## src/rtl/battle_machine_gen2.sv

```systemverilog
// Turn-based battle controller: menu, timed dodge phase, action choice and attack resolution.
// Emits registered movement/damage instructions for the player sprite and tracks monster damage.
module battle_machine_gen2 #(
  parameter int unsigned HPW         = 8,
  parameter int unsigned MON_HP_MAX  = 100,
  parameter int unsigned HEAL_AMT    = 10,
  parameter int unsigned DODGE_TICKS = 300
) (
  input  logic           clk,
  input  logic           rst_n,
  input  logic [3:0]     keyboard,
  input  logic           tick,
  input  logic           is_death,
  input  logic           atk_pass,
  input  logic           is_dmg_complete,
  input  logic           heal,
  input  logic [HPW-1:0] dmg_mon,
  input  logic [7:0]     damage,
  output logic [7:0]     state,
  output logic [15:0]    player_instr,
  output logic           is_move,
  output logic           start_dmg,
  output logic [HPW-1:0] mon_hp,
  output logic [7:0]     turn_cnt
);

  localparam int unsigned TW = 16;

  typedef enum logic [3:0] {
    PG_MENU   = 4'h1,
    PG_DODGE  = 4'h9,
    PG_ATTACK = 4'hA,
    PG_ACTION = 4'hB,
    PG_WIN    = 4'hC,
    PG_LOSE   = 4'hD
  } page_e;

  localparam logic [3:0] OP_NOP = 4'h0;
  localparam logic [3:0] OP_HPY = 4'h1;
  localparam logic [3:0] OP_DPY = 4'h2;
  localparam logic [3:0] OP_MOV = 4'h5;

  localparam logic [3:0] KEY_W     = 4'd1;
  localparam logic [3:0] KEY_D     = 4'd2;
  localparam logic [3:0] KEY_S     = 4'd3;
  localparam logic [3:0] KEY_A     = 4'd4;
  localparam logic [3:0] KEY_J     = 4'd5;
  localparam logic [3:0] KEY_K     = 4'd6;
  localparam logic [3:0] KEY_L     = 4'd7;
  localparam logic [3:0] KEY_SPACE = 4'd8;

  localparam logic [15:0] INSTR_HEAL = {OP_HPY, 8'(HEAL_AMT), 4'b0};

  page_e           page, page_nxt;
  logic [3:0]      key_q;
  logic [TW-1:0]   timer, timer_nxt;
  logic [HPW-1:0]  mon_hp_nxt, hp_sat;
  logic [HPW:0]    hp_sum;
  logic [7:0]      turn_nxt, turn_inc;
  logic [15:0]     instr_nxt;
  logic            move_nxt, start_nxt, press;

  assign state = {page, 4'b0};

  // State and registered outputs; key_q tracks keyboard even in reset so a held key is not a press.
  always_ff @(posedge clk) begin
    if (!rst_n) begin
      page         <= PG_MENU;
      key_q        <= keyboard;
      timer        <= TW'(DODGE_TICKS);
      mon_hp       <= '0;
      turn_cnt     <= 8'd0;
      player_instr <= 16'd0;
      is_move      <= 1'b0;
      start_dmg    <= 1'b0;
    end else begin
      page         <= page_nxt;
      key_q        <= keyboard;
      timer        <= timer_nxt;
      mon_hp       <= mon_hp_nxt;
      turn_cnt     <= turn_nxt;
      player_instr <= instr_nxt;
      is_move      <= move_nxt;
      start_dmg    <= start_nxt;
    end
  end

  // Next-state, next-output and saturating arithmetic.
  always_comb begin
    page_nxt   = page;
    timer_nxt  = timer;
    mon_hp_nxt = mon_hp;
    turn_nxt   = turn_cnt;
    instr_nxt  = {OP_NOP, 12'd0};
    move_nxt   = 1'b0;
    start_nxt  = 1'b0;

    press    = (keyboard != 4'd0) && (keyboard != key_q);
    hp_sum   = {1'b0, mon_hp} + {1'b0, dmg_mon};
    hp_sat   = hp_sum[HPW] ? {HPW{1'b1}} : hp_sum[HPW-1:0];
    turn_inc = (turn_cnt == 8'hFF) ? turn_cnt : turn_cnt + 8'd1;

    case (page)
      PG_MENU: begin
        if (press && keyboard == KEY_SPACE) begin
          page_nxt   = PG_DODGE;
          mon_hp_nxt = '0;
          turn_nxt   = 8'd0;
          timer_nxt  = TW'(DODGE_TICKS);
        end
      end
      PG_DODGE: begin
        if (is_death) begin
          page_nxt = PG_LOSE;
        end else if (tick && timer == TW'(1)) begin
          page_nxt = PG_ACTION;
        end else begin
          // Timer floors at 1; only the tick that finds it at 1 ends the phase.
          if (tick && timer > TW'(1)) timer_nxt = timer - TW'(1);
          if (is_dmg_complete) begin
            instr_nxt = heal ? INSTR_HEAL : {OP_DPY, damage, 4'b0};
          end else begin
            case (keyboard)
              KEY_W:   begin instr_nxt = {OP_MOV, 8'd0, 4'b0}; move_nxt = 1'b1; end
              KEY_D:   begin instr_nxt = {OP_MOV, 8'd1, 4'b0}; move_nxt = 1'b1; end
              KEY_S:   begin instr_nxt = {OP_MOV, 8'd2, 4'b0}; move_nxt = 1'b1; end
              KEY_A:   begin instr_nxt = {OP_MOV, 8'd3, 4'b0}; move_nxt = 1'b1; end
              default: ;
            endcase
          end
        end
      end
      PG_ACTION: begin
        if (press && keyboard == KEY_J) begin
          page_nxt  = PG_ATTACK;
          start_nxt = 1'b1;
        end else if (press && (keyboard == KEY_K || keyboard == KEY_L)) begin
          page_nxt  = PG_DODGE;
          turn_nxt  = turn_inc;
          timer_nxt = TW'(DODGE_TICKS);
          if (keyboard == KEY_K) instr_nxt = INSTR_HEAL;
        end
      end
      PG_ATTACK: begin
        if (atk_pass) begin
          mon_hp_nxt = hp_sat;
          if (hp_sat >= HPW'(MON_HP_MAX)) begin
            page_nxt = PG_WIN;
          end else begin
            page_nxt  = PG_DODGE;
            turn_nxt  = turn_inc;
            timer_nxt = TW'(DODGE_TICKS);
          end
        end
      end
      PG_WIN, PG_LOSE: begin
        if (press && keyboard == KEY_SPACE) page_nxt = PG_MENU;
      end
      default: page_nxt = PG_MENU;
    endcase
  end

endmodule

```

## config.mk

```make
export PLATFORM = sky130hd
export DESIGN_NAME = battle_machine_gen2
export DESIGN_NICKNAME = d
export VERILOG_FILES = /design/src/rtl/battle_machine_gen2.sv
export SDC_FILE = /design/constraint.sdc
export NUM_CORES = 1
export LEC_CHECK = 0
export ABC_CLOCK_PERIOD_IN_PS = 9400
export BUFFER_PORTS_ARGS = -buffer_cell sky130_fd_sc_hd__buf_2
export CAP_MARGIN = 20
export CORE_UTILIZATION = 59
export CTS_CLUSTER_DIAMETER = 30
export DETAILED_ROUTE_END_ITERATION = 10
export GPL_TIMING_DRIVEN = 0
export PLACE_DENSITY = 0.86
export SYNTH_ARGS = -nofsm -noshare
export SYNTH_HDL_FRONTEND = slang
export SYNTH_SLANG_ARGS = --single-unit
```

## constraint.sdc

```tcl
create_clock -name clk -period 9.4 [get_ports clk]
set_input_delay 1.41 -clock clk [delete_from_list [all_inputs] [get_ports clk]]
set_output_delay 1.41 -clock clk [all_outputs]
set_load 0.02 [all_outputs]
```

==> run_results.csv <==
group,metric,value,unit
sta,finalHoldViolations,0,
worst_setup_path,path_class,"in2reg",
power,peakVddDrop,0.0999,mV
route,drt_iter0_drc,213,
floorplanning,dieArea,5580,um^2
cells_and_area,drive_gt1_frac,0.194,
global_route,first_global_vias,2678,
route,remaining_drc_errors,0,
floorplanning,core_area,5110,um^2
floorplanning,ios,69,
route,wl,7460,um
synthesis,synth_top_flop_cell,"dfxtp_1",
sta,fmax,0.227,GHz
floorplanning,die_h,74.7,um
floorplanning,start_util,0.610,
worst_setup_path,worstPathRequired,9.58,ns
global_route,grt.total_usage,0.269,
floorplanning,die_x,74.7,um
synthesis,synthArstFlopShare,0,
place,port_buffers,58,
route,ant_nets,0,
sta,drv_slew,0,
global_route,grt_antenna_before_repair,0,
route,wire_per_inst,14.3,um
route,route.met3.wl,528,um
cells_and_area,area_growth,16.9,%
clock_tree,h-tree-depth,2,
clock_tree,clk_path_buf_depth,2,
clock_tree,cts_inserted_buffers,5,
route,via_per_inst,5.96,
route,wl_met2,3600,um
synthesis,synth_cells,379,
worst_setup_path,critPathMaxFanout,10,
clock_tree,cts_hold_buf,0,
worst_setup_path,cp-start-kind,"primary input",
synthesis,ys_types,58,
sta,layout_min_cycle_time,4.40,ns
cells_and_area,diodes,0,
clock_tree,clock_sinks,53,
global_route,grt_pass1_wl,11800,um
synthesis,ys_seq_elements,53,
sta,fin_tns_setup,0,ns
cells_and_area,final_common_cell,"buf_2",
place,hpwl,5550,um
power,power.leakage,1.53,nW
clock_tree,clkTransAtPathRegs,0.10,ns
route,vias,3116,
place,gp_congestion,0.882,
synthesis,yosysSeqAreaShare,0.340,
status,status,"completed",
sta,rsz0062_at_grt,"no",
sta,min_period_over_period,0.468,
synthesis,synth_edf_count,0,
floorplanning,row_count,26,
global_route,grt_max_degree,17,
run,maxCapViolCount,0,
clock_tree,cts_setup_buffers,0,
worst_setup_path,cp.arrival,4.58,ns
sta,timing_worst_slew_pin_value,0.866,ns
sta,setup_viol,0,
hold_path,hold_path_class,"reg2reg",
power,finalPower,0.000721,W
route,first_pass_iters,5,
sta,clock_skew,0.00551,ns
synthesis,syn-cell-area,3120,um^2
route,top_layer,"met4",
synthesis,ys_warn_count,0,
route,wl_met1,3200,um
clock_tree,cts-root-buf,"clkbuf_8",
cells_and_area,final_cell_mix,"buf_2, dfxtp_1, nor2_1",
power,powerDensity,198,nW/um^2
clock_tree,cts_tree,"done",
cells_and_area,finalNetCount,491,
synthesis,synth.avg_cell_area,8.22,um^2
global_route,grt-ovfl-total,0,
clock_tree,ctsResizeCount,0,
worst_setup_path,endpoint_kind,"register",
clock_tree,clock_latency,0.31,ns
sta,slew_headroom,0.418,
==> flip-flops by register name, summed over array words and instances, names as in the netlist <==
signal	flops
timer	16
player_instr	11
mon_hp	8
turn_cnt	8
key_q	4
page	4
is_move	1
start_dmg	1
==> kinds of logic after synthesis <==
kind of cell / after synthesis / synth area share
AO/OA/AOI/OAI: 115 / 0.257
multiplexers: 1 / 0.00321
flip-flops: 53 / 0.340
other: 1 / 0.00120
adder cells (fa/ha/maj): 12 / 0.0506
AND/OR/NAND/NOR: 152 / 0.264
XOR/XNOR: 8 / 0.0225
buffers and inverters: 37 / 0.0614
==> final timing paths <==
| check | startpoint | cells after the start | slack [ns] | to |
|---|---|---|---|---|
| min reg2reg | timer[9] | 2 | 0.49 | timer[9] |
| min | timer[9] | 2 | 0.49 | timer[9] |
| max reg2reg | mon_hp[0] | 11 | 5.87 | turn_cnt[2] |
| max | dmg_mon[0] | 12 | 5.00 | turn_cnt[2] |
==> cell type report <==
cell class / count / area (um^2)
buffer: 26 / 150
clock buffer: 6 / 82.6
clock inverter: 2 / 37.5
fill: 422 / 1460
inverter: 11 / 41.3
multi-input combinational: 297 / 1890
sequential: 53 / 1060
tap: 70 / 87.6
timing repair buffer: 58 / 290
==> worst max-delay path, cell delays in order <==
cell	delay, ns
buf_2	0.10
ha_1	0.23
fa_1	0.42
a21o_1	0.23
a22o_1	0.20
o41a_4	0.42
o41ai_4	0.46
o211ai_4	0.19
buf_6	0.18
buf_2	0.18
o311ai_0	0.44
nand2_1	0.12
==> per-layer routing <==
layer | global-route usage | up-vias
li1 | - | 1550
met1 | 0.343 | 1426
met2 | 0.467 | 124
met5 | 0 | -
met3 | 0.0361 | 16
met4 | 0.0901 | 0
==> report_power, final <==
group | internal, W | switching [W] | total [W]
clock network | 0.0000866 | 0.0000752 | 0.000162
logic | 0.0000932 | 0.000207 | 0.000300
registers | 0.000240 | 0.0000190 | 0.000259
==> synth_stat cells, types with 8 or more instances <==
library cell / n / area (um^2)
o31ai_1: 16 / 120
inv_1: 11 / 41.3
clkbuf_1: 12 / 45.0
dfxtp_1: 53 / 1060
or4_1: 12 / 90.1
or3_1: 8 / 50.1
a31oi_1: 8 / 50.1
nor3_1: 12 / 60.1
buf_4: 9 / 67.6
nand2_1: 31 / 116
nor2_1: 32 / 120
a21oi_1: 31 / 155
and2_1: 9 / 56.3
ha_1: 11 / 138
o21ai_0: 22 / 110
==> per-stage QoR <==
| step | cell area (um^2) | util | cells | worst slack (ns) | hold WS [ns] |
|---|---|---|---|---|---|
| floorplan | 3150 | - | 387 | 5.20 | 0.446 |
| finish | 3640 | 0.714 | 523 | 5.00 | 0.488 |
| global route | 3640 | 0.714 | 523 | 4.92 | 0.507 |
| CTS | 3640 | 0.714 | 523 | 5.05 | 0.486 |
| detailed placement | 3520 | 0.690 | 515 | 4.80 | 0.473 |
| global placement | 3520 | 0.690 | 515 | 4.86 | 0.460 |
Power figures use the tool's default switching activity.
